===== src/rtl/ads8528_pkg.sv =====
`default_nettype none
// ============================================================================
// Module      : ads8528_pkg
// Description : Shared types and constants for the ADS8528 interface controller.
// Revision    : 1.0 - initial release
// ============================================================================
package ads8528_pkg;

    typedef logic [2:0] ctrl_state_t;

    localparam ctrl_state_t ST_CFG_SETUP = 3'd0;
    localparam ctrl_state_t ST_CFG_WR    = 3'd1;
    localparam ctrl_state_t ST_IDLE      = 3'd2;
    localparam ctrl_state_t ST_CONV      = 3'd3;
    localparam ctrl_state_t ST_WAIT_BH   = 3'd4;
    localparam ctrl_state_t ST_WAIT_BL   = 3'd5;
    localparam ctrl_state_t ST_READ      = 3'd6;

    typedef enum logic [2:0] {
        CH_A0, CH_A1, CH_B0, CH_B1, CH_C0, CH_C1, CH_D0, CH_D1
    } ch_idx_t;

    localparam int CLKSEL_BIT = 29;

    function automatic logic [31:0] with_clksel(input logic [31:0] word, input logic clksel);
        logic [31:0] w;
        w             = word;
        w[CLKSEL_BIT] = clksel;
        return w;
    endfunction

    function automatic int max_of(input int a, input int b);
        return (a > b) ? a : b;
    endfunction

    // CLKSEL cleared: the ADC runs on its internal conversion clock.
    localparam logic [31:0] DEFAULT_CONFIG_WORD = with_clksel(32'h0000_03FF, 1'b0);

endpackage
`default_nettype wire


===== src/rtl/sync_2ff.sv =====
`default_nettype none
// ============================================================================
// Module      : sync_2ff
// Description : Two-flop synchronizer for asynchronous level inputs.
// Revision    : 1.0 - initial release
// ============================================================================
module sync_2ff #(
    parameter int WIDTH = 1
) (
    input  logic             clk,
    input  logic             rst_n,
    input  logic [WIDTH-1:0] d,
    output logic [WIDTH-1:0] q
);

    logic [WIDTH-1:0] r_meta;
    logic [WIDTH-1:0] r_sync;

    always_ff @(posedge clk or negedge rst_n) begin
        if (!rst_n) begin
            r_meta <= '0;
            r_sync <= '0;
        end else begin
            r_meta <= d;
            r_sync <= r_meta;
        end
    end

    assign q = r_sync;

endmodule
`default_nettype wire


===== src/rtl/ads8528_ctrl.sv =====
`default_nettype none
// ============================================================================
// Module      : ads8528_ctrl
// Description : ADS8528 parallel-bus controller: config write, CONVST, BUSY
//               tracking and eight-word readout per frame.
// Revision    : 1.0 - initial release
// ============================================================================
module ads8528_ctrl
    import ads8528_pkg::*;
#(
    parameter logic [31:0] CONFIG_WORD  = DEFAULT_CONFIG_WORD,
    parameter int          T_WR_LO      = 3,
    parameter int          T_WR_HI      = 3,
    parameter int          T_CONV_HI    = 4,
    parameter int          T_RD_LO      = 4,
    parameter int          T_RD_HI      = 3,
    parameter int          BUSY_TIMEOUT = 1024
) (
    input  logic        clk,
    input  logic        rst_n,
    input  logic        start,
    input  logic        busy,
    input  logic [15:0] db_in,
    output logic [15:0] db_out,
    output logic        db_oe,
    output logic        cs_n,
    output logic        wr_n,
    output logic        rd_n,
    output logic        convst_a,
    output logic        convst_b,
    output logic        convst_c,
    output logic        convst_d,
    output logic        ready,
    output logic [15:0] sample_data,
    output logic [2:0]  sample_ch,
    output logic        sample_valid,
    output logic        frame_done,
    output logic        timeout_err
);

    localparam int c_T_MAX = max_of(max_of(T_WR_LO, T_WR_HI),
                                    max_of(max_of(T_CONV_HI, T_RD_LO), T_RD_HI));
    localparam int c_TMR_W = $clog2(c_T_MAX) + 1;
    localparam int c_TO_W  = $clog2(BUSY_TIMEOUT + 1);

    // Timers hold "cycles remaining minus one"; a phase ends on the zero cycle.
    localparam logic [c_TMR_W-1:0] c_WR_LO_LD   = c_TMR_W'(T_WR_LO - 1);
    localparam logic [c_TMR_W-1:0] c_WR_HI_LD   = c_TMR_W'(T_WR_HI - 1);
    localparam logic [c_TMR_W-1:0] c_CONV_LD    = c_TMR_W'(T_CONV_HI - 1);
    localparam logic [c_TMR_W-1:0] c_RD_LO_LD   = c_TMR_W'(T_RD_LO - 1);
    localparam logic [c_TMR_W-1:0] c_RD_HI_LD   = c_TMR_W'(T_RD_HI - 1);
    localparam logic [c_TO_W-1:0]  c_TO_LD      = c_TO_W'(BUSY_TIMEOUT - 1);
    localparam logic [c_TMR_W-1:0] c_TMR_ONE    = c_TMR_W'(1);
    localparam logic [c_TO_W-1:0]  c_TO_ONE     = c_TO_W'(1);

    ctrl_state_t         r_state;
    logic                r_phase_hi;
    logic                r_word;
    logic [c_TMR_W-1:0]  r_tmr;
    logic [c_TO_W-1:0]   r_to_cnt;
    logic [2:0]          r_rd_idx;
    logic [15:0]         r_db_out;
    logic                r_db_oe;
    logic                r_cs_n;
    logic                r_wr_n;
    logic                r_rd_n;
    logic                r_convst;
    logic                r_ready;
    logic [15:0]         r_sample_data;
    logic [2:0]          r_sample_ch;
    logic                r_sample_valid;
    logic                r_frame_done;
    logic                r_timeout_err;
    logic                w_busy_s;

    sync_2ff #(.WIDTH(1)) u_busy_sync (
        .clk   (clk),
        .rst_n (rst_n),
        .d     (busy),
        .q     (w_busy_s)
    );

    always_ff @(posedge clk or negedge rst_n) begin
        if (!rst_n) begin
            r_state        <= ST_CFG_SETUP;
            r_phase_hi     <= 1'b0;
            r_word         <= 1'b0;
            r_tmr          <= '0;
            r_to_cnt       <= '0;
            r_rd_idx       <= '0;
            r_db_out       <= '0;
            r_db_oe        <= 1'b0;
            r_cs_n         <= 1'b1;
            r_wr_n         <= 1'b1;
            r_rd_n         <= 1'b1;
            r_convst       <= 1'b0;
            r_ready        <= 1'b0;
            r_sample_data  <= '0;
            r_sample_ch    <= '0;
            r_sample_valid <= 1'b0;
            r_frame_done   <= 1'b0;
            r_timeout_err  <= 1'b0;
        end else begin
            r_sample_valid <= 1'b0;
            r_frame_done   <= 1'b0;
            r_timeout_err  <= 1'b0;
            case (r_state)
                ST_CFG_SETUP: begin
                    r_cs_n     <= 1'b0;
                    r_db_oe    <= 1'b1;
                    r_db_out   <= r_word ? CONFIG_WORD[15:0] : CONFIG_WORD[31:16];
                    r_wr_n     <= 1'b0;
                    r_phase_hi <= 1'b0;
                    r_tmr      <= c_WR_LO_LD;
                    r_state    <= ST_CFG_WR;
                end
                ST_CFG_WR: begin
                    if (r_tmr != '0) begin
                        r_tmr <= r_tmr - c_TMR_ONE;
                    end else if (!r_phase_hi) begin
                        r_wr_n     <= 1'b1;
                        r_phase_hi <= 1'b1;
                        r_tmr      <= c_WR_HI_LD;
                    end else if (!r_word) begin
                        r_word   <= 1'b1;
                        r_db_out <= CONFIG_WORD[15:0];
                        r_state  <= ST_CFG_SETUP;
                    end else begin
                        r_cs_n   <= 1'b1;
                        r_db_oe  <= 1'b0;
                        r_db_out <= '0;
                        r_ready  <= 1'b1;
                        r_state  <= ST_IDLE;
                    end
                end
                ST_IDLE: begin
                    if (start) begin
                        r_ready  <= 1'b0;
                        r_convst <= 1'b1;
                        r_tmr    <= c_CONV_LD;
                        r_state  <= ST_CONV;
                    end
                end
                ST_CONV: begin
                    if (r_tmr != '0) begin
                        r_tmr <= r_tmr - c_TMR_ONE;
                    end else begin
                        r_convst <= 1'b0;
                        r_to_cnt <= c_TO_LD;
                        r_state  <= ST_WAIT_BH;
                    end
                end
                ST_WAIT_BH, ST_WAIT_BL: begin
                    if ((r_state == ST_WAIT_BH) && w_busy_s) begin
                        r_to_cnt <= c_TO_LD;
                        r_state  <= ST_WAIT_BL;
                    end else if ((r_state == ST_WAIT_BL) && !w_busy_s) begin
                        r_cs_n     <= 1'b0;
                        r_rd_n     <= 1'b0;
                        r_phase_hi <= 1'b0;
                        r_rd_idx   <= '0;
                        r_tmr      <= c_RD_LO_LD;
                        r_state    <= ST_READ;
                    end else if (r_to_cnt == '0) begin
                        // BUSY never arrived: abandon the frame without emitting samples.
                        r_timeout_err <= 1'b1;
                        r_convst      <= 1'b0;
                        r_cs_n        <= 1'b1;
                        r_rd_n        <= 1'b1;
                        r_ready       <= 1'b1;
                        r_state       <= ST_IDLE;
                    end else begin
                        r_to_cnt <= r_to_cnt - c_TO_ONE;
                    end
                end
                ST_READ: begin
                    if (r_tmr != '0) begin
                        r_tmr <= r_tmr - c_TMR_ONE;
                    end else if (!r_phase_hi) begin
                        r_sample_data  <= db_in;
                        r_sample_ch    <= r_rd_idx;
                        r_sample_valid <= 1'b1;
                        r_frame_done   <= (r_rd_idx == CH_D1);
                        r_rd_n         <= 1'b1;
                        r_phase_hi     <= 1'b1;
                        r_tmr          <= c_RD_HI_LD;
                    end else if (r_rd_idx == CH_D1) begin
                        r_cs_n  <= 1'b1;
                        r_ready <= 1'b1;
                        r_state <= ST_IDLE;
                    end else begin
                        r_rd_idx   <= r_rd_idx + 3'd1;
                        r_rd_n     <= 1'b0;
                        r_phase_hi <= 1'b0;
                        r_tmr      <= c_RD_LO_LD;
                    end
                end
                default: begin
                    r_convst <= 1'b0;
                    r_cs_n   <= 1'b1;
                    r_wr_n   <= 1'b1;
                    r_rd_n   <= 1'b1;
                    r_db_oe  <= 1'b0;
                    r_ready  <= 1'b1;
                    r_state  <= ST_IDLE;
                end
            endcase
        end
    end

    assign db_out       = r_db_out;
    assign db_oe        = r_db_oe;
    assign cs_n         = r_cs_n;
    assign wr_n         = r_wr_n;
    assign rd_n         = r_rd_n;
    assign convst_a     = r_convst;
    assign convst_b     = r_convst;
    assign convst_c     = r_convst;
    assign convst_d     = r_convst;
    assign ready        = r_ready;
    assign sample_data  = r_sample_data;
    assign sample_ch    = r_sample_ch;
    assign sample_valid = r_sample_valid;
    assign frame_done   = r_frame_done;
    assign timeout_err  = r_timeout_err;

endmodule
`default_nettype wire


===== config.mk =====
export PLATFORM = sky130hd
export DESIGN_NAME = ads8528_ctrl
export DESIGN_NICKNAME = d
export VERILOG_FILES = /design/src/rtl/ads8528_pkg.sv /design/src/rtl/sync_2ff.sv /design/src/rtl/ads8528_ctrl.sv
export SDC_FILE = /design/constraint.sdc
export NUM_CORES = 1
export LEC_CHECK = 0
export ABC_AREA = 1
export BUFFER_PORTS_ARGS = -buffer_cell sky130_fd_sc_hd__buf_2
export CAP_MARGIN = 15
export CORE_UTILIZATION = 45
export DETAILED_ROUTE_END_ITERATION = 7
export PLACE_DENSITY = 0.69
export SYNTH_ARGS = -nofsm -noshare
export SYNTH_HDL_FRONTEND = slang
export SYNTH_HIERARCHICAL = 1
export SYNTH_SLANG_ARGS = --single-unit

===== constraint.sdc =====
create_clock -name clk -period 1.74 [get_ports clk]
set_input_delay 0 -clock clk [delete_from_list [all_inputs] [get_ports clk]]
set_output_delay 0 -clock clk [all_outputs]
set_load 0.02 [all_outputs]

# Word level (Yosys, flattened, before mapping)
# Cells that the tools add are included.
dict set report totals {
  register_bits 68
  latchBits 0
  ram_bits 0
  mem_bits_ro 0
  inputBits 20
  output_inout_bits 47
  memories 0
}
dict set report classes {
  add_sub_neg 3
  n_mul 0
  div 0
  order_cmp 0
  eq_ne 29
  n_shift 0
  mux 85
  bitwise_logic 7
  n_reduce_logical 31
}
# op count
set ops {}
lappend ops {{$mux 3} 23}
lappend ops {{$mux 11} 4}
lappend ops {{$mux 1} 41}
lappend ops {{$pmux 3 s6} 2}
lappend ops {{$mux 16} 2}
lappend ops {{$pmux 16 s2} 1}
lappend ops {{$ne 2x2->1 const B} 15}
lappend ops {{$pmux 11 s2} 1}
lappend ops {{$mux 10} 2}
lappend ops {{$ne 3x3->1 const B} 5}
lappend ops {{$eq 3x3->1 const B} 4}
lappend ops {{$reduce_and 3->1} 4}
lappend ops {{$reduce_and 6->1} 2}
lappend ops {{$logic_not 11->1} 1}
lappend ops {{$reduce_and 11->1} 1}
lappend ops {{$sub 11x1->11 const B} 1}
lappend ops {{$pmux 1 s5} 2}
lappend ops {{$reduce_and 5->1} 2}
lappend ops {{$pmux 1 s3} 3}
lappend ops {{$reduce_and 9->1} 1}
lappend ops {{$ne 4x4->1 const B} 2}
lappend ops {{$pmux 1 s4} 2}
lappend ops {{$reduce_and 4->1} 2}
lappend ops {{$reduce_and 8->1} 1}
lappend ops {{19 further kinds} 31}

# Logic depth before layout (Yosys ltp)
# Gate-level depths: netlist of the first run.
dict set report depth {
  ltp_word 5
  ltp_mapped 11
}

# By module
# The synthesis of the first run kept the hierarchy.
# module n_inst cells_per_inst area_per_inst_um2 seq_area_each_um2
set by_module_without_submodules {}
lappend by_module_without_submodules {ads8528_ctrl 1 412 3031.7 1280.0}
lappend by_module_without_submodules {sync_2ff 1 2 50.0 50.0}

# Worst setup path after synthesis of the first run
# Ideal clock, no wire load.
dict set report synth_path {
  path_kind {register to register}
  start {register r_tmr[0]}
  end {register r_sample_data[0], in the netlist sample_data[0]}
  setup_time_ps 117
  t_arrival_ps 1404
  required_ps 1623
  path_slack_ps 219
  stages_incl_launch_ff 11
  path_buffers 1
  cell_sequence {dfrtp_1 inv_1 ha_1 nand2_2 inv_1 nand2_2 nor2_4 inv_2 buf_2 nand2_1 nand2_1}
}
dict set report synth_via {
  elab_chain_cells 3
}
# item line_no
set synth_rtl {}
lappend synth_rtl {{start: declaration} ads8528_ctrl.sv:59} ;# logic [c_TMR_W-1:0] r_tmr;
lappend synth_rtl {{start signal: assignment} ads8528_ctrl.sv:114} ;# r_tmr <= c_WR_LO_LD;
lappend synth_rtl {{start signal: assignment} ads8528_ctrl.sv:119} ;# r_tmr <= r_tmr - c_TMR_ONE;
lappend synth_rtl {{start signal: assignment} ads8528_ctrl.sv:123} ;# r_tmr <= c_WR_HI_LD;
lappend synth_rtl {{$reduce_bool 3->1} ads8528_ctrl.sv:177} ;# if (r_tmr != '0) begin
lappend synth_rtl {{$not 1->1 (no source line)} n/a}
lappend synth_rtl {{$reduce_and 3->1 (no source line)} n/a}
lappend synth_rtl {{end signal: assignment} ads8528_ctrl.sv:180} ;# r_sample_data <= db_in;
lappend synth_rtl {{end: declaration} ads8528_ctrl.sv:69} ;# logic [15:0] r_sample_data;
# No other way between the ends.
# A chain may end at the register's enable or synchronous reset.

# Worst setup path in the final report of the first run
dict set report layout_path {
  start {register r_tmr[0]}
  end {register r_tmr[1]}
}
dict set report layout_via {
  elab_chain_cells 3
  word_cells_on_any_way 10
  cone_classes {1 x add/sub; 3 x eq/ne; 4 x mux; 2 x reduce/logical}
}
# item line_no
set layout_rtl {}
lappend layout_rtl {{$sub 3x1->3 / $reduce_bool 3->1 (equally long branches)} n/a}
lappend layout_rtl {{$mux 3, or another cell as far along} ads8528_ctrl.sv:177}
lappend layout_rtl {{$pmux 3 s6 / $reduce_and 7->1 (equally long branches)} n/a}
# Several ways; a longest one is shown, not always the timed one. The select of a mux whose other input is x is not followed.

==> impl_metrics.py, run 1 <==
metrics = {
    "power": {
        "vdd_drop_max_mv": 0.8305,
        "total_power_mw": 6.362,
        "cellPowerDensity_nw_per_um2": 1697,
        "power.leakage_nw": 1.984,
    },
    "sta": {
        "max_freq_mhz": 606.5,
        "rsz0062_at_grt": "true",
        "post-route-period-util_pct": 94.77,
        "max_slew_margin_pct": 62.86,
        "setup_violations": 0,
        "skew_ps": 5.949,
        "finalCriticalPeriod_ps": 1649,
        "final_max_slew_viol_count": 0,
        "hold_slack_ps": 202.2,
        "worst_pin_slew_ps": 557.1,
        "hold_viol": 0,
    },
    "outcome": {
        "status": "finished with violations",
        "violations": "design-rule violations",
    },
    "die": {
        "start_util_pct": 47.45,
        "die_h_microns": 84.76,
        "dieArea_sq_um": 7183,
        "die_w_microns": 84.76,
        "fp-row-count": 29,
        "coreArea_sq_um": 6495,
        "ioPinCount": 67,
    },
    "clocking": {
        "cts_root_buf": "clkbuf_8",
        "numCtsBuffers": 5,
        "clock_path_buffers": 2,
        "clock_sinks": 53,
        "htreeDepth": 2,
        "clk_pin_slew_worst_paths_ps": 100,
        "clk_latency_ps": 320,
        "cts_tree": "yes",
    },
    "placed_design": {
        "dp.cells": 538,
        "io_buffer_count": 60,
        "place.gp.congestion": 0.9229,
        "dpl.hpwl_microns": 5138,
    },
    "global_routing": {
        "grt_usage_pct": 21.18,
        "grt_start_max_net_pins": 33,
        "antenna_found_initial": 0,
        "grt_overflow": 0,
        "grt_pass1_vias": 2716,
        "grt_pass1_wl_microns": 12160,
    },
    "synth": {
        "synth-compound-area-share_pct": 6.334,
        "ys_warn_count": 6,
        "synthMuxAreaShare_pct": 0,
        "synthXorXnorAreaFrac_pct": 0.2842,
        "yosysTopAreaCell": "dfrtp_1",
        "synthAdderAreaFrac_pct": 3.248,
        "avgSynthCellArea_sq_um": 7.444,
        "ys_ff_latch": 53,
        "synthSimpleGateAreaFrac_pct": 35.73,
        "netlist_area_sq_um": 3082,
        "yosys.area.top_type_share_pct": 40.60,
        "synthDistinctLibCells": 32,
        "synthTopCellsByArea": "dfrtp_1 41%, nand2_1 19%, buf_4 4.9%, nand3_1 4.4%, inv_1 4.0%",
        "syn_inst": 414,
        "yosysSeqAreaShare_pct": 43.16,
        "synth_top_family_by_area": "simple AND/OR/NAND/NOR gates",
    },
    "route": {
        "drt_iter0_markers": 228,
        "wl_microns": 7279,
        "route.detailed.drc": 5,
        "vias": 2887,
        "antenna_left": 0,
        "via_per_inst": 5.074,
        "drtPass1Iterations": 8,
        "wl_per_cell_microns": 12.79,
    },
    "finish": {
        "drive_gt1_share_pct": 25.41,
        "area_delta_synth_final_pct": 21.68,
        "ff_latch_area_sq_um": 1331,
        "multi_input_area_sq_um": 1464,
        "nNetsFinal": 519,
        "stdcell_count": 569,
        "diodes": 0,
        "fillers": 612,
    },
    "worst_setup_path": {
        "reg2reg_depth": 9,
        "worst_setup_path_end_kind": "flip-flop",
        "critPathKind": "flip-flop to flip-flop",
        "r2r_end": "r_tmr[1]",
        "cp_max_fo": 9,
        "worstSetupStartpointType": "flip-flop",
        "critPathRequiredTime_ps": 1950,
        "timing.rr.start": "r_tmr[0]",
        "r2r_setup_slack_ps": 90,
        "crit_arrival_ps": 1860,
    },
    "run": {
        "max-cap-violations": 0,
    },
    "hold_path": {
        "holdCritPathClass": "input pin to async pin",
    },
}
## area by class of cell
type	count	area share, %
flip-flops and latches	53	35.50
multi-input cells	301	39.04
inverters	40	4.004
clock inverters	3	1.168
repair buffers	90	15.88
clock buffers	5	1.835
well taps	77	2.569
## Yosys cell counts (all sizes together)
cell	count
o211ai	1
o31ai	1
conb	1
nand3	29
a21oi	9
buf	26
nand2	170
nor3	1
or2	1
inv	40
dfstp	3
nand3b	2
o2111ai	1
nand4	7
xor2	1
dfrtp	50
nor2	41
o21ai	21
ha	8
a31oi	1
## logic make-up (layout without fill, tap and decap cells)
family,after synthesis,after routing
other,1,6
adders and majority gates,8,8
AOI/OAI and AO/OA,34,35
DFF,53,53
and+or+nand+nor,251,251
buffers and inverters,66,138
xor gates and xnor gates,1,1
## routing by layer
layer / vias to the layer above / GRT usage [%] / wire (microns)
li1: 1433 / - / -
met1: 1349 / 27.10 / 3195
met2: 92 / 37.10 / 3616
met3: 13 / 3.835 / 361
met4: 0 / 5.393 / 106
met5: - / 0 / 0
## worst max-delay path, cell delays in order, from the launching register on
cell and delay (ps):
dfrtp_1 380, inv_1 130, ha_1 190, nand2_2 130, nor2_1 240, nand2_2 120, nand3_1 170, nor2_4 60
nand2_1 60, o21ai_0 70
## where the power goes
part,internal [mW],total [mW],switching (mW)
logic,1.21,3.47,2.26
registers,1.70,2.01,0.310
clock network,0.432,0.878,0.446
total,3.34,6.36,3.02
## layout by cell type, fill, tap and decap left out, drive strengths merged
| cell | n |
|---|---|
| o211ai | 1 |
| inv | 41 |
| nand3 | 29 |
| xor2 | 1 |
| nand3b | 2 |
| o2111ai | 1 |
| conb | 6 |
| a31oi | 1 |
| clkbuf | 5 |
| o21ai | 21 |
| o31ai | 1 |
| buf | 72 |
| dlygate4sd3 | 18 |
| a21oi | 10 |
| dfstp | 3 |
| dfrtp | 50 |
| bufinv | 1 |
| nor2 | 41 |
| nand4 | 7 |
| nor3 | 1 |
| clkinv | 1 |
| nand2 | 170 |
| or2 | 1 |
| ha | 8 |
## registers in the layout (all words and copies together) (netlist names), 3 cells and up
register / cells
sample_data: 16
r_state: 3
sample_ch: 3
r_tmr: 3
r_rd_idx: 3
r_to_cnt: 11
## per-stage QoR
stage	utilization (%)	worst slack, ps	setup TNS [ps]	area (sq um)
3_3_place_gp	52.19	112.1	0	3390
6_report	57.73	91.08	0	3750
5_1_grt	57.73	-52.88	-116.7	3750
4_1_cts	56.69	17.77	0	3682
2_1_floorplan	-	219.3	0	3100
3_5_place_dp	52.19	45.51	0	3390
## worst max path at each step
stage / startpoint / to / slack [ps] / cells after the start
floorplan: r_tmr[0] / sample_data[0] / 220 / 10
global placement: r_rd_idx[0] / r_tmr[1] / 110 / 8
detailed placement: r_state[0] / ready / 50 / 8
CTS: r_state[0] / ready / 20 / 8
global route: r_state[0] / r_tmr[1] / -50 / 9
finish: r_tmr[0] / r_tmr[1] / 90 / 9
## what timing repair did
action,in CTS,in global routing
endpoints found under the hold margin,38,0
hold buffers,18,0
gates resized for setup,0,13
setup endpoints to repair,0,40
setup buffers,0,4
Power figures use the tool's default switching activity.
==> inputs of run 2 (changes only) <==
ABC_AREA = 0   (was 1)
clock period = 2.15 ns   (was 1.74 ns; I/O delays follow)
==> impl_metrics.py, run 2 <==
metrics = {
    "outcome": {
        "status": "complete, no violations",
    },
    "synth": {
        "synthTopCellsByArea": "dfrtp_1 42%, nand2_1 8.4%, buf_4 5.5%, ha_1 3.3%, a21oi_1 2.7%",
        "synthMuxAreaShare_pct": 3.382,
        "ys_warn_count": 6,
        "syn_inst": 322,
        "synth-edff-count": 0,
        "ys_ff_latch": 53,
        "synthSimpleGateAreaFrac_pct": 22.80,
        "yosysMostFrequentCell": "nand2_1",
        "synth_top_family_by_area": "simple AND/OR/NAND/NOR gates",
        "synth_async_sr_flop_share_pct": 100.0,
        "netlist_area_sq_um": 2997,
        "avgSynthCellArea_sq_um": 9.306,
        "yosys.area.top_type_share_pct": 41.75,
        "yosysTopAreaCell": "dfrtp_1",
        "synth_ff_type": "dfrtp_1",
        "synth_common_cells": "67 x nand2_1, 50 x dfrtp_1, 22 x buf_4",
        "synth-compound-area-share_pct": 15.45,
        "synthAdderAreaFrac_pct": 3.340,
        "synthDistinctLibCells": 59,
        "yosysSeqAreaShare_pct": 44.38,
        "synthXorXnorAreaFrac_pct": 1.461,
    },
    "die": {
        "start_util_pct": 46.92,
        "die_h_microns": 83.61,
        "coreArea_sq_um": 6386,
        "dieArea_sq_um": 6990,
        "ioPinCount": 67,
        "die_w_microns": 83.61,
        "fp-row-count": 29,
    },
    "route": {
        "antenna_left": 0,
        "route.detailed.drc": 0,
        "wl_per_cell_microns": 13.55,
        "drt-met1-wl_microns": 3072,
        "wl_met3_microns": 245,
        "drt_iter0_markers": 170,
        "wl_microns": 6411,
        "wl_met2_microns": 2982,
        "drtPass1Iterations": 4,
        "top_layer": "met4",
        "vias": 2509,
        "via_per_inst": 5.304,
    },
    "clocking": {
        "numCtsBuffers": 5,
        "clock_sinks": 53,
        "clk_pin_slew_worst_paths_ps": 100,
        "postCtsSetupRepairBufs": 0,
        "htreeDepth": 2,
        "clock_path_buffers": 2,
        "clk_latency_ps": 320,
        "cts_root_buf": "clkbuf_8",
        "cts_tree": "yes",
    },
    "finish": {
        "fillers": 572,
        "drive_gt1_share_pct": 26.52,
        "utilization_pct": 56.45,
        "largest_register_ffs": 16,
        "final_common_cell": "nand2_1",
        "diodes": 0,
        "most-common-layout-cells": "67 x nand2_1, 60 x buf_2, 50 x dfrtp_1, 18 x dlygate4sd3_1, 16 x a21oi_1",
        "nNetsFinal": 423,
        "area_delta_synth_final_pct": 20.29,
        "stdcell_count": 473,
    },
    "global_routing": {
        "grt_usage_pct": 19.11,
        "grt_start_max_net_pins": 34,
        "antenna_found_initial": 0,
        "grt_overflow": 0,
        "grt_pass1_vias": 2297,
        "grt_pass1_wl_microns": 10890,
    },
    "worst_setup_path": {
        "worst_setup_path_end_kind": "flip-flop",
        "critPathKind": "flip-flop to flip-flop",
        "crit_chain": "inv_1 -> ha_1 -> nor2b_1 -> a21oi_1 -> o32a_1 -> o21a_1 -> mux2_4",
        "reg2reg_depth": 7,
        "crit_arrival_ps": 2230,
        "cp_max_fo": 4,
        "crit_slowest_cell": "dfrtp_1",
        "timing.rr.start": "r_tmr[0]",
        "critical-path-max-stage-delay_ps": 420,
        "r2r_end": "r_tmr[1]",
        "r2r_setup_slack_ps": 130,
        "critPathRequiredTime_ps": 2360,
        "worstSetupStartpointType": "flip-flop",
    },
    "power": {
        "power.leakage_nw": 1.722,
        "cellPowerDensity_nw_per_um2": 1261,
        "vdd_drop_max_mv": 0.6475,
    },
    "sta": {
        "rsz0062_at_grt": "false",
        "final.setup.tns_ps": 0,
        "finalCriticalPeriod_ps": 2021,
        "post-route-period-util_pct": 94.01,
        "setup_violations": 0,
        "skew_ps": 8.769,
        "final_max_slew_viol_count": 0,
        "max_freq_mhz": 494.8,
        "hold_viol": 0,
    },
    "run": {
        "max-cap-violations": 0,
    },
    "placed_design": {
        "io_buffer_count": 60,
        "place.gp.congestion": 0.9203,
        "dp.cells": 447,
        "dpl.hpwl_microns": 4639,
    },
    "hold_path": {
        "holdCritPathClass": "input pin to async pin",
    },
}
-- run 2: changes by cell type after synthesis, moves of 5 or more --
cell,change
nand2_1,-92
a31oi_1,+7
nor2_1,-18
nor2b_1,+7
a21oi_1,+9
nand4_1,-6
nand2b_1,+6
inv_1,-19
nor2_2,-5
mux2_2,+5
inv_2,-7
nand2_2,-10
nand3_1,-18
-- run 2: report_power, final --
part | internal [mW] | total (mW) | switching, mW
combinational | 0.957 | 2.32 | 1.37
sequential | 1.27 | 1.53 | 0.266
clock | 0.350 | 0.688 | 0.338
total | 2.57 | 4.54 | 1.97
-- run 2: repair_timing --
item | 4_1_cts | 5_1_grt
hold endpoints to repair | 37 | 0
resized for setup | 0 | 1
hold buffers | 18 | 0
endpoints found under the setup margin | 0 | 12
-- run 2: layout make-up --
class / count / area (sq um) / area share (%)
multi-input combinational: 227 / 1414 / 39.22
sequential: 53 / 1330 / 36.90
timing repair buffer: 93 / 593.1 / 16.45
tap: 77 / 96.34 / 2.673
clock buffer: 6 / 72.57 / 2.013
inverter: 15 / 60.06 / 1.666
clock inverter: 2 / 38.79 / 1.076
-- run 2: routing by layer --
metal | GRT usage (%) | up-vias
met5 | 0 | -
met4 | 7.242 | 0
met3 | 2.770 | 10
met2 | 29.34 | 60
met1 | 27.39 | 1203
li1 | - | 1236
-- run 2: how the worst max path moves through the flow --
| stage | from | to | slack (ps) |
|---|---|---|---|
| after CTS | r_tmr[0] | frame_done | 100 |
| after global placement | r_tmr[0] | frame_done | 200 |
| final | r_tmr[0] | r_tmr[1] | 130 |
| after detailed placement | r_tmr[0] | frame_done | 130 |
| after global routing | r_tmr[0] | r_state[2] | 3 |
| after floorplan | r_tmr[0] | r_tmr[1] | 250 |
-- run 2: cell families after synthesis --
group | after synthesis
compound gates | 66
xor+xnor | 5
fa+ha+maj | 8
buf+inv | 47
flops | 53
mux | 9
other cells | 1
simple gates | 133
-- run 2: through the flow --
stage	instance area (sq um)	hold WS [ps]	power (mW)	setup WS, ps
after floorplan	3015	-295.6	3.326	253.1
after global placement	3309	-21.93	3.784	202.4
after detailed placement	3309	-19.78	3.851	132.1
after CTS	3601	174.0	4.570	97.02
after global routing	3605	205.4	4.872	2.639
final	3605	158.7	4.544	128.8
-- run 2: critical path, delay by kind of cell (launching register included) --
| family | cells | cell delay, ps |
|---|---|---|
| compound gates | 3 | 610 |
| fa+ha+maj | 1 | 180 |
| buf+inv | 1 | 110 |
| flops | 1 | 420 |
| mux | 1 | 300 |
| simple gates | 1 | 290 |
==> inputs of run 3 (changes only) <==
PLACE_DENSITY = 0.68   (was 0.69)
==> impl_metrics.py, run 3 (synthesized netlist as in run 2, its figures left out) <==
metrics = {
    "placed_design": {
        "place.gp.congestion": 0.9327,
        "io_buffer_count": 60,
        "dpl.hpwl_microns": 4682,
    },
    "outcome": {
        "status": "complete, no violations",
    },
    "power": {
        "vdd_drop_max_mv": 0.6491,
        "power.leakage_nw": 1.727,
        "cellPowerDensity_nw_per_um2": 1231,
    },
    "worst_setup_path": {
        "timing.rr.start": "r_state[1]",
        "worstSetupStartpointType": "flip-flop",
        "crit_end": "cs_n",
        "crit_slowest_cell": "dfrtp_1",
        "r2r_setup_slack_ps": 140,
        "r2r_end": "cs_n",
        "critical-path-max-stage-delay_ps": 560,
        "cp.depth": 6,
        "cp_max_fo": 15,
        "worst_setup_path_end_kind": "flip-flop",
        "reg2reg_depth": 6,
        "cp_top_family": "flip-flops",
        "crit_buf_inv": 1,
        "setup.worst_path.start": "r_state[1]",
        "critPathRequiredTime_ps": 2390,
        "crit_chain": "or3b_4 -> inv_1 -> ha_1 -> nor3b_1 -> o21ai_0 -> mux2i_1",
        "critPathKind": "flip-flop to flip-flop",
        "crit_arrival_ps": 2260,
    },
    "die": {
        "coreArea_sq_um": 6386,
        "ioPinCount": 67,
        "die_h_microns": 83.61,
        "dieArea_sq_um": 6990,
        "start_util_pct": 46.92,
        "die_w_microns": 83.61,
        "fp-row-count": 29,
    },
    "global_routing": {
        "grt_pass1_wl_microns": 10770,
        "antenna_found_initial": 0,
        "grt_usage_pct": 19.04,
        "grt_overflow": 0,
        "grt_pass1_vias": 2282,
        "grt_start_max_net_pins": 38,
    },
    "clocking": {
        "cts_tree": "yes",
        "clock_path_buffers": 2,
        "cts_root_buf": "clkbuf_8",
        "clk_pin_slew_worst_paths_ps": 100,
        "htreeDepth": 2,
        "clk_latency_ps": 310,
        "clock_sinks": 53,
        "numCtsBuffers": 5,
    },
    "sta": {
        "worst_pin_slew_ps": 809.9,
        "final.setup.tns_ps": 0,
        "skew_ps": 6.994,
        "max_slew_margin_pct": 46.01,
        "setup_violations": 0,
        "post-route-period-util_pct": 93.70,
        "hold_viol": 0,
        "max_freq_mhz": 496.4,
        "finalCriticalPeriod_ps": 2015,
        "final_max_slew_viol_count": 0,
        "rsz0062_at_grt": "false",
        "hold_slack_ps": 230.0,
    },
    "finish": {
        "area_delta_synth_final_pct": 20.00,
        "drive_gt1_share_pct": 26.88,
        "fillers": 594,
        "nNetsFinal": 425,
        "largest_register_ffs": 16,
        "diodes": 0,
        "final_common_cell": "nand2_1",
        "most-common-layout-cells": "67 x nand2_1, 60 x buf_2, 50 x dfrtp_1, 18 x dlygate4sd3_1, 17 x buf_4",
    },
    "run": {
        "max-cap-violations": 0,
    },
    "route": {
        "vias": 2489,
        "antenna_left": 0,
        "wl_per_cell_microns": 13.38,
        "drt_iter0_markers": 163,
        "via_per_inst": 5.240,
        "drtPass1Iterations": 4,
        "route.detailed.drc": 0,
        "wl_microns": 6357,
    },
    "hold_path": {
        "holdCritPathClass": "input pin to flip-flop",
    },
}
[run 3: cell types whose count changed in the layout (fill, tap and decap cells not counted), sizes merged]
| cell | change |
|---|---|
| bufinv | -1 |
| clkbuf | -1 |
| buf | +2 |
| clkinvlp | -1 |
| clkinv | +3 |
[run 3: layout make-up]
type	count	area, sq um	share of cell area [%]
multi-input combinational	227	1414	39.32
clock buffer	5	68.82	1.914
tap	77	96.34	2.679
clock inverter	3	22.52	0.6263
inverter	15	56.30	1.566
timing repair buffer	95	608.1	16.91
sequential	53	1330	36.99
[run 3: where the power goes]
group | switching, mW | internal (mW) | leakage [nW] | total, mW
Sequential | 0.249 | 1.27 | 0.579 | 1.51
Clock | 0.333 | 0.232 | 0.0481 | 0.564
Combinational | 1.38 | 0.971 | 1.10 | 2.35
[run 3: worst min-delay path by stage]
stage	start	endpoint	slack, ps	cells past startpoint
2_1_floorplan	rst_n	convst_a	-300	0
4_1_cts	start	r_tmr[2]	230	4
3_3_place_gp	busy	u_busy_sync/r_meta	110	1
6_report	start	r_tmr[2]	230	4
5_1_grt	start	r_tmr[2]	270	4
3_5_place_dp	busy	u_busy_sync/r_meta	110	1
[run 3: tightest hold or removal path, cell delays in order]
cell,delay (ps)
buf_2,90
o32a_1,120
o21a_1,200
a21oi_1,90
[run 3: stage by stage]
stage	power (mW)	worst slack [ps]	util, %	cells	instance area, sq um
after global placement	3.808	219.2	52.06	449	3324
after global routing	4.770	20.02	56.31	475	3596
after floorplan	3.326	253.1	-	327	3015
after CTS	4.461	152.8	56.31	475	3596
final	4.426	135.5	56.31	475	3596
after detailed placement	3.852	174.1	52.06	449	3324
[run 3: metal layers]
layer | vias to the layer above | part of all wire [%] | GRT usage [%]
li1 | 1240 | - | -
met1 | 1188 | 49 | 26.15
met2 | 59 | 47 | 30.89
met3 | 2 | 3.5 | 3.660
met4 | 0 | 0.55 | 5.085
met5 | - | 0 | 0
[run 3: what timing repair did]
action / 4_1_cts / 5_1_grt
hold buffers: 18 / 0
buffers inserted: 0 / 0
hold endpoints to repair: 49 / 0
resized for setup: 0 / 0
